### src/rtl/pll_reset_sequencer_pkg.sv
// Shared types and constants for the PLL reset sequencer.
package pll_reset_sequencer_pkg;

  localparam int unsigned STATE_W = 2;
  localparam int unsigned LOSS_W  = 8;

  localparam logic [LOSS_W-1:0] PLL_LOSS_MAX = 8'd255;

  typedef enum logic [STATE_W-1:0] {
    WAIT_LOCK = 2'd0,
    STABILIZE = 2'd1,
    HOLD      = 2'd2,
    RUN       = 2'd3
  } seq_state_e;

  // Bits needed to hold values 0..value-1, never less than one bit.
  function automatic int unsigned clog2_min1(input int unsigned value);
    int unsigned w;
    w = 0;
    for (int unsigned i = 0; i < 32; i++) begin
      if ((64'(1) << i) < 64'(value)) w = i + 1;
    end
    return (w == 0) ? 1 : w;
  endfunction

endpackage

### src/rtl/pll_reset_sequencer_if.sv
// Lock/button inputs and reset/debug outputs of the PLL reset sequencer.
interface pll_reset_sequencer_if;
  import pll_reset_sequencer_pkg::*;

  logic                isLocked;
  logic                extResetBtn;
  logic                coreReset;
  logic                coreResetN;
  logic [LOSS_W-1:0]   pllLossCount;
  logic [STATE_W-1:0]  seqState;

  modport master (
    input  isLocked,
    input  extResetBtn,
    output coreReset,
    output coreResetN,
    output pllLossCount,
    output seqState
  );

  modport slave (
    output isLocked,
    output extResetBtn,
    input  coreReset,
    input  coreResetN,
    input  pllLossCount,
    input  seqState
  );

endinterface

### src/rtl/pll_reset_sequencer_sync_debounce.sv
// Two-flop synchronizer with an optional debounce stage; CYCLES=0 bypasses debounce.
module pll_reset_sequencer_sync_debounce
  import pll_reset_sequencer_pkg::*;
#(
  parameter int unsigned CYCLES = 0
) (
  input  logic clk,
  input  logic rst_n,
  input  logic async_in,
  output logic level
);

  logic [1:0] sync_ff;

  always_ff @(posedge clk or negedge rst_n) begin
    if (!rst_n) sync_ff <= '0;
    else        sync_ff <= {sync_ff[0], async_in};
  end

  generate
    if (CYCLES == 0) begin : g_sync_only
      assign level = sync_ff[1];
    end else begin : g_debounce
      localparam int unsigned    CNT_W    = clog2_min1(CYCLES);
      localparam logic [CNT_W-1:0] CNT_LAST = CNT_W'(CYCLES - 1);

      logic [CNT_W-1:0] cnt;
      logic             stable;

      // Stable value flips only after CYCLES consecutive disagreeing samples.
      always_ff @(posedge clk or negedge rst_n) begin
        if (!rst_n) begin
          cnt    <= '0;
          stable <= 1'b0;
        end else if (sync_ff[1] == stable) begin
          cnt    <= '0;
        end else if (cnt == CNT_LAST) begin
          cnt    <= '0;
          stable <= sync_ff[1];
        end else begin
          cnt    <= cnt + CNT_W'(1);
        end
      end

      assign level = stable;
    end
  endgenerate

endmodule

### src/rtl/pll_reset_sequencer.sv
// Turns PLL lock and a board button into a clean core reset; counts lock losses.
module pll_reset_sequencer
  import pll_reset_sequencer_pkg::*;
#(
  parameter int unsigned LOCK_STABLE_CYCLES  = 1024,
  parameter int unsigned HOLD_CYCLES         = 16,
  parameter int unsigned BTN_DEBOUNCE_CYCLES = 65536
) (
  input  logic                   clk,
  input  logic                   resetN,
  pll_reset_sequencer_if.master  bus
);

  localparam int unsigned CNT_MAX = (LOCK_STABLE_CYCLES > HOLD_CYCLES) ?
                                    LOCK_STABLE_CYCLES : HOLD_CYCLES;
  localparam int unsigned      CNT_W       = clog2_min1(CNT_MAX);
  localparam logic [CNT_W-1:0] STABLE_LAST = CNT_W'(LOCK_STABLE_CYCLES - 1);
  localparam logic [CNT_W-1:0] HOLD_LAST   = CNT_W'(HOLD_CYCLES - 1);

  logic              lock_sync;
  logic              btn_stable;
  seq_state_e        state, state_nxt;
  logic [CNT_W-1:0]  cnt, cnt_nxt;
  logic [LOSS_W-1:0] loss_cnt, loss_cnt_nxt;
  logic              core_reset, core_reset_nxt;
  logic              core_reset_n;

  pll_reset_sequencer_sync_debounce #(.CYCLES(0)) u_lock_sync (
    .clk      (clk),
    .rst_n    (resetN),
    .async_in (bus.isLocked),
    .level    (lock_sync)
  );

  pll_reset_sequencer_sync_debounce #(.CYCLES(BTN_DEBOUNCE_CYCLES)) u_btn_sync (
    .clk      (clk),
    .rst_n    (resetN),
    .async_in (bus.extResetBtn),
    .level    (btn_stable)
  );

  // Reset asserts the core reset immediately; release follows the FSM edge.
  always_ff @(posedge clk or negedge resetN) begin
    if (!resetN) begin
      state        <= WAIT_LOCK;
      cnt          <= '0;
      loss_cnt     <= '0;
      core_reset   <= 1'b1;
      core_reset_n <= 1'b0;
    end else begin
      state        <= state_nxt;
      cnt          <= cnt_nxt;
      loss_cnt     <= loss_cnt_nxt;
      core_reset   <= core_reset_nxt;
      core_reset_n <= ~core_reset_nxt;
    end
  end

  // Lock loss is checked first in every state so it always beats the button.
  always_comb begin
    state_nxt    = state;
    cnt_nxt      = cnt;
    loss_cnt_nxt = loss_cnt;

    unique case (state)
      WAIT_LOCK: begin
        cnt_nxt = '0;
        if (lock_sync) state_nxt = STABILIZE;
      end
      STABILIZE: begin
        if (!lock_sync) begin
          state_nxt = WAIT_LOCK;
          cnt_nxt   = '0;
        end else if (cnt == STABLE_LAST) begin
          state_nxt = HOLD;
          cnt_nxt   = '0;
        end else begin
          cnt_nxt   = cnt + CNT_W'(1);
        end
      end
      HOLD: begin
        if (!lock_sync) begin
          state_nxt = WAIT_LOCK;
          cnt_nxt   = '0;
        end else if (btn_stable) begin
          cnt_nxt   = '0;
        end else if (cnt == HOLD_LAST) begin
          state_nxt = RUN;
          cnt_nxt   = '0;
        end else begin
          cnt_nxt   = cnt + CNT_W'(1);
        end
      end
      RUN: begin
        cnt_nxt = '0;
        if (!lock_sync) begin
          state_nxt = WAIT_LOCK;
          if (loss_cnt != PLL_LOSS_MAX) loss_cnt_nxt = loss_cnt + LOSS_W'(1);
        end else if (btn_stable) begin
          state_nxt = HOLD;
        end
      end
      default: begin
        state_nxt = WAIT_LOCK;
        cnt_nxt   = '0;
      end
    endcase

    core_reset_nxt = (state_nxt != RUN);
  end

  assign bus.coreReset    = core_reset;
  assign bus.coreResetN   = core_reset_n;
  assign bus.pllLossCount = loss_cnt;
  assign bus.seqState     = state;

endmodule

### src/flat_wrapper.sv
// flat-port wrapper written by rule: the top's interface ports become plain ports
module pll_reset_sequencer_flat import pll_reset_sequencer_pkg::*;
#(
  parameter int unsigned LOCK_STABLE_CYCLES  = 1024,
  parameter int unsigned HOLD_CYCLES         = 16,
  parameter int unsigned BTN_DEBOUNCE_CYCLES = 65536
)
  (clk, resetN, bus_isLocked, bus_extResetBtn, bus_coreReset, bus_coreResetN, bus_pllLossCount, bus_seqState);
  pll_reset_sequencer_if bus_i ();
  input  logic clk;
  input  logic resetN;
  input wire logic [$bits(bus_i.isLocked)-1:0] bus_isLocked;
  input wire logic [$bits(bus_i.extResetBtn)-1:0] bus_extResetBtn;
  output wire logic [$bits(bus_i.coreReset)-1:0] bus_coreReset;
  output wire logic [$bits(bus_i.coreResetN)-1:0] bus_coreResetN;
  output wire logic [$bits(bus_i.pllLossCount)-1:0] bus_pllLossCount;
  output wire logic [$bits(bus_i.seqState)-1:0] bus_seqState;
  assign bus_i.isLocked = bus_isLocked;
  assign bus_i.extResetBtn = bus_extResetBtn;
  assign bus_coreReset = bus_i.coreReset;
  assign bus_coreResetN = bus_i.coreResetN;
  assign bus_pllLossCount = bus_i.pllLossCount;
  assign bus_seqState = bus_i.seqState;
  pll_reset_sequencer #(.LOCK_STABLE_CYCLES(LOCK_STABLE_CYCLES), .HOLD_CYCLES(HOLD_CYCLES), .BTN_DEBOUNCE_CYCLES(BTN_DEBOUNCE_CYCLES)) u_core (.clk(clk), .resetN(resetN), .bus(bus_i));
endmodule
### config.mk
export PLATFORM = sky130hd
export DESIGN_NAME = pll_reset_sequencer_flat
export DESIGN_NICKNAME = d
export VERILOG_FILES = /design/src/rtl/pll_reset_sequencer_pkg.sv /design/src/rtl/pll_reset_sequencer_if.sv /design/src/rtl/pll_reset_sequencer_sync_debounce.sv /design/src/rtl/pll_reset_sequencer.sv /design/src/flat_wrapper.sv
export SDC_FILE = /design/constraint.sdc
export NUM_CORES = 1
export LEC_CHECK = 0
export ABC_AREA = 1
export BUFFER_PORTS_ARGS = -buffer_cell sky130_fd_sc_hd__buf_2
export CAP_MARGIN = 20
export CORE_ASPECT_RATIO = 0.8
export CORE_MARGIN = 2
export CORE_UTILIZATION = 45
export CTS_CLUSTER_SIZE = 12
export DETAILED_ROUTE_END_ITERATION = 16
export GPL_ROUTABILITY_DRIVEN = 0
export PLACE_DENSITY = 0.71
export REMOVE_ABC_BUFFERS = 1
export SLEW_MARGIN = 20
export SYNTH_ARGS = -nofsm -noshare
export SYNTH_HDL_FRONTEND = slang
export SYNTH_HIERARCHICAL = 1
export SYNTH_SLANG_ARGS = --single-unit
### constraint.sdc
create_clock -name clk -period 3.2 [get_ports clk]
set_input_delay 0.64 -clock clk [delete_from_list [all_inputs] [get_ports clk]]
set_output_delay 0.64 -clock clk [all_outputs]
set_load 0.1 [all_outputs]
==> results of run 1 <==
==> report_power, final <==
part           internal, mW  switching [mW]  leakage (nW)  total, mW
Clock                 0.312           0.188        0.0654      0.500
Sequential            0.552          0.0104         0.583      0.563
Combinational        0.0130          0.0437         0.512     0.0567
==> sequential cells by signal (all words and copies together), names as in the netlist <==
signal / flops
u_core/bus.coreReset: 1
u_core/bus.coreResetN: 1
u_core/bus.pllLossCount: 8
u_core/bus.seqState: 2
u_core/cnt: 10
u_core/u_btn_sync/g_debounce.cnt: 16
u_core/u_btn_sync/level: 1
u_core/u_btn_sync/sync_ff: 2
u_core/u_lock_sync/sync_ff: 2
==> final timing paths <==
kind | from | to | slack, ps | cells after the start
min reg2reg | u_core/u_btn_sync/sync_ff[0] | u_core/u_btn_sync/sync_ff[1] | 350 | 0
max reg2reg | u_core/cnt[0] | u_core/cnt[5] | 1640 | 6
min in group asynchronous | resetN | u_core/bus.coreResetN | 490 | 1
max | u_core/bus.coreReset | bus_coreReset | 1340 | 1
max in group asynchronous | resetN | u_core/cnt[8] | 2130 | 1
min | u_core/u_btn_sync/sync_ff[0] | u_core/u_btn_sync/sync_ff[1] | 350 | 0
==> layout make-up <==
| cell class | instances | area [um2] |
|---|---|---|
| fill | 455 | 2380 |
| sequential | 43 | 1080 |
| multi-input combinational | 199 | 1070 |
| inverter | 29 | 109 |
| tap | 62 | 77.6 |
| timing repair buffer | 15 | 75.1 |
| clock buffer | 6 | 72.6 |
| clock inverter | 2 | 60.1 |
==> metal layers <==
metal / up-vias / routed length (um)
li1: 894 / -
met5: - / 0
met3: 6 / 136
met4: 0 / 55
met2: 27 / 1730
met1: 797 / 2070
==> layout by cell type, fill, tap and decap left out, types with 2 or more instances in the layout <==
cell type,netlist,final
nand3_1,12,12
nor2_4,3,3
inv_1,23,23
a21oi_1,11,11
ha_1,3,3
nand3b_1,2,2
nor2_1,28,28
nor2_2,14,14
nand3_2,3,3
nand2_1,79,79
xnor2_1,5,5
inv_2,5,5
o21bai_1,3,3
nand4_1,9,9
buf_2,0,15
nand2_2,7,7
xor2_1,10,10
clkbuf_8,0,5
o21ai_0,3,3
bufinv_16,0,2
dfrtp_1,42,42
==> cells by family after synthesis <==
family | synth area share [%]
flip-flops | 47.8
adder cells (fa/ha/maj) | 1.66
XOR/XNOR | 6.54
AO/OA/AOI/OAI | 4.82
AND/OR/NAND/NOR | 34.4
buffers and inverters | 4.83
==> results by group, run 1 <==
Status
  – Outcome: complete, no violations

Route
  – DRT Pass-1 Iters: 4
  – Initial DRC count: 47
  – Post-DR wirelength/cell: 11.2 um
  – Vias: 1,724
  – Final wirelength: 4000 um
  – Post-route ant nets: 0
  – DR DRC count: 0
  – Vias per cell: 4.84

Placed design
  – Number of port buffers: 15
  – Post-place instance area: 2410 um2
  – Placed insts: 348
  – Setup WS pre-CTS: 1650 ps
  – DP Wirelength: 2870 um

GRT
  – Gr ovfl total: 0
  – GR Util met2: 24.7%
  – Met3 usage in global routing: 3.79%
  – First-pass GRT wire length: 6710 um
  – Vias in the first global route: 1,501
  – Largest net degree at the start of global routing: 44
  – Initial antenna violation count: 0
  – M1 GR Usage: 19.8%
  – GRT Total Usage: 15.3%
  – Top Usage Layer GRT: met2

Setup path
  – CP Capture Type: output pin
  – Critical path required time: 2560 ps
  – Worst-path cell chain: buf_2
  – Startpoint Class: flop
  – CP max FO: 1
  – Crit path max-delay family: flip-flops
  – Slowest stage delay, CP: 520 ps
  – WP data arrival: 1220 ps
  – Slowest cell on crit path: dfstp_2
  – Crit Path Class: flop to output pin
  – Worst Path Buf+Inv: 1

Yosys
  – FFs w/ async S/R, synth: 100%
  – YS warnings: 6
  – Top cells by area, synth: dfrtp_1 (47%), nand2_1 (13%), nor2_1 (4.7%)
  – Count leader, synth: nand2_1
  – Mapped Area: 2260 um2
  – EDFF count, synth: 0
  – Yosys cell types: 27
  – Syn avg cell area: 8.32 um2
  – Area share of the largest cell type after synthesis: 46.6%
  – Seq cells post-synth: 43
  – Post-synth top flop: dfrtp_1
  – Sequential cell area fraction in the yosys report: 47.8%
  – Post-Synthesis Cells: 271
  – Most area-hungry cell type in the Yosys netlist: dfrtp_1
  – Top cells by count, synth: nand2_1 (79), dfrtp_1 (42), nor2_1 (28)

Timing
  – Final slew viol count: 0
  – Final worst path period need: 1860 ps
  – Peak Freq: 0.538 GHz
  – Final setup fails: 0
  – Final hold vios: 0
  – Final WS setup: 1340 ps
  – Final clock skew: 5.56 ps
  – Fin Setup TNS: 0 ps
  – Final period util: 58.1%
  – Least-Margin Pin Slew: 949 ps
  – Slew HR: 36.7%
  – Unrepaired setup endpoints after global routing: false
  – Hold_ws: 353 ps

Clock tree
  – CTS Buf Count: 5
  – Clock Path Buffers: 2
  – Clock Latency Late Sink: 300 ps
  – Post-cts sizing count: 0
  – CTS Root Cell: clkbuf_8
  – Postcts setup bufs: 0
  – Clock sink total: 43
  – CTS tree: built
  – CTS clock-pin slew for the worst setup and hold paths: 80 ps
  – # H-tree levels: 2
  – Hold-fix buffers, CTS: 0

Final layout
  – Layout area overhead: 12.6%
  – Design Area, Final: 2540 um2
  – Final core occ: 51.6%
  – Nets: 300
  – Final Non-Filler Cells: 356
  – Share of layout cells above drive strength 1: 20.4%
  – Ant diodes: 0

Floorplan
  – Row count: 23
  – Die Wd: 83.2 um
  – Top-level I/O count: 16
  – Initial Util: 45.8%
  – CORE AREA: 4920 um2
  – Die Ht: 67.3 um
  – Die area: 5600 um2

Job
  – Max-Cap Viols: 0

Pwr
  – Power density cells: 441 nW/um2
  – Tot Pwr: 1.12 mW
  – VDD IR-drop max: 0.000440 V
  – Leakage: 1.16 nW

Hold path
  – Worst hold-check path type: flop to flop
Power figures use the tool's default switching activity.
==> run 2, diff against run 1 <==
clock period = 1.8 ns   (was 3.2 ns; I/O delays follow)
==> run 2 against run 1 <==
Net effect:
- worst setup slack got worse by 1100 ps
- routed wire length rose by 2.8%
- via count fell by 1.1%
- first-iteration DRC count rose by 110%
- critical path depth did not move
- die area did not move
- design area barely moved
- clock skew fell by 2.4 ps
- core utilization barely moved
==> results by group, run 2 (synthesis results as in run 1) <==
Status
  – Outcome: complete, no violations

Clock tree
  – CTS tree: built
  – CTS Root Cell: clkbuf_8
  – Clock Path Buffers: 2 (unchanged)
  – CTS clock-pin slew for the worst setup and hold paths: 80 ps (about the same)
  – Postcts setup bufs: 0 (unchanged)
  – # H-tree levels: 2 (unchanged)
  – Clock sink total: 43 (unchanged)
  – CTS Buf Count: 5 (unchanged)
  – Hold-fix buffers, CTS: 0 (unchanged)
  – Post-cts sizing count: 0 (unchanged)
  – Clock Latency Late Sink: 290 ps (about the same)

GRT
  – Met3 usage in global routing: 3.67% (-0.12 points)
  – First-pass GRT wire length: 7130 um (+6.4%)
  – Gr ovfl total: 0 (unchanged)
  – Initial antenna violation count: 0 (unchanged)
  – GR Util met2: 24.7% (unchanged)
  – GRT Total Usage: 16.4% (+1.2 points)
  – M1 GR Usage: 23.2% (+3.4 points)
  – Largest net degree at the start of global routing: 24 (-45%)
  – Top Usage Layer GRT: met2
  – Vias in the first global route: 1,540 (+2.6%)

Final layout
  – Share of layout cells above drive strength 1: 21.3% (+0.88 points)
  – Ant diodes: 0 (unchanged)
  – Largest register FFs: 16 (unchanged)
  – Nets: 302 (+0.67%)
  – Filler Cells Inserted: 473 (+4.0%)
  – Design Area, Final: 2540 um2 (about the same)
  – Layout area overhead: 12.6% (about the same)
  – Final core occ: 51.6% (about the same)
  – Most frequent cells in the layout: nand2_1 (79), dfrtp_1 (42), nor2_1 (28), inv_1 (23), buf_2 (15)
  – Commonest non-fill, non-tap cell in the layout: nand2_1
  – Most flop-heavy register: u_core/u_btn_sync/g_debounce.cnt

Route
  – Post-route ant nets: 0 (unchanged)
  – Vias per cell: 4.76 (-1.7%)
  – DR DRC count: 0 (unchanged)
  – DRT Pass-1 Iters: 4 (unchanged)
  – Initial DRC count: 98 (+110%)
  – Post-DR wirelength/cell: 11.5 um (+2.2%)
  – Vias: 1,705 (-1.1%)
  – Final wirelength: 4110 um (+2.8%)

Job
  – Max-Cap Viols: 0 (unchanged)

Timing
  – Final clock skew: 3.18 ps (-2.38 ps)
  – Final hold vios: 0 (unchanged)
  – Fin Setup TNS: 0 ps (unchanged)
  – Final worst path period need: 1580 ps
  – Least-Margin Pin Slew: 488 ps (-461 ps)
  – Final setup fails: 0 (unchanged)
  – Unrepaired setup endpoints after global routing: false
  – Peak Freq: 0.632 GHz
  – Hold_ws: 29.5 ps (-324 ps)
  – Final period util: 87.8%
  – Slew HR: 67.7% (+31 points)
  – Final slew viol count: 0 (unchanged)

Hold path
  – Worst hold-check path type: primary input to async pin

Setup path
  – Reg2reg setup slack: 220 ps (-1420 ps)
  – Worst-path cell chain: buf_2
  – Crit Path Class: flop to output pin
  – Critical path required time: 1440 ps (-1120 ps)
  – Crit path max-delay family: flip-flops
  – Slowest stage delay, CP: 520 ps (about the same)
  – Slowest cell on crit path: dfstp_2
  – Startpoint Class: flop
  – CP Capture Type: output pin
  – WP data arrival: 1220 ps (about the same)
  – CP max FO: 1 (unchanged)
  – Worst Path Buf+Inv: 1 (unchanged)

Floorplan
  – Row count: 23 (unchanged)
  – CORE AREA: 4920 um2 (unchanged)
  – Die area: 5600 um2 (unchanged)
  – Top-level I/O count: 16 (unchanged)
  – Die Wd: 83.2 um (unchanged)
  – Initial Util: 45.8% (unchanged)
  – Die Ht: 67.3 um (unchanged)

Placed design
  – DP Wirelength: 3030 um (+5.6%)
  – Number of port buffers: 15 (unchanged)
  – Post-place instance area: 2420 um2 (+0.62%)

Pwr
  – Power density cells: 737 nW/um2 (+67%)
  – Tot Pwr: 1.87 mW (+67%)
  – Leakage: 1.16 nW (+0.25%)
  – VDD IR-drop max: 0.000469 V (+6.6%)
==> run 2: changes by cell type in the layout (fill, tap and decap cells not counted) <==
cell,change
clkinv_4,+1
inv_6,+1
clkbuf_1,-1
buf_4,+2
bufinv_16,-1
==> run 2: routing by layer <==
metal	vias up	share of wire [%]
li1	898	-
met1	776	52
met2	26	43
met3	5	3.6
met4	0	1.3
met5	-	0
==> run 2: per-stage QoR <==
step           setup WS [ps]  std cells
3_3_place_gp             330        350
3_5_place_dp             248        350
4_1_cts                  198        358
2_1_floorplan           -183        271
5_1_grt                 55.1        358
6_report                 219        358
==> run 2: cell type report <==
cell class                 count  area, um2  area share, %
timing repair buffer          17       90.1           3.55
clock inverter                 3       47.5           1.87
clock buffer                   5       68.8           2.71
inverter                      29        109           4.29
sequential                    43       1080           42.4
multi-input combinational    199       1070           42.1
tap                           62       77.6           3.05
==> run 2: path summary, 6_finish.rpt <==
kind | from | endpoint | cells after the start
max in group asynchronous | resetN | u_core/bus.coreReset | 2
min reg2reg | u_core/u_lock_sync/sync_ff[0] | u_core/u_lock_sync/sync_ff[1] | 0
min in group clk | bus_extResetBtn | u_core/u_btn_sync/sync_ff[0] | 1
max | u_core/bus.coreReset | bus_coreReset | 1
min | resetN | u_core/u_btn_sync/g_debounce.cnt[8] | 2
max reg2reg | u_core/cnt[0] | u_core/cnt[7] | 6
==> run 2: where the power goes <==
group,switching [mW],leakage (nW),internal (mW)
logic,0.0790,0.522,0.0260
registers,0.0182,0.583,0.982
clock network,0.346,0.0587,0.420
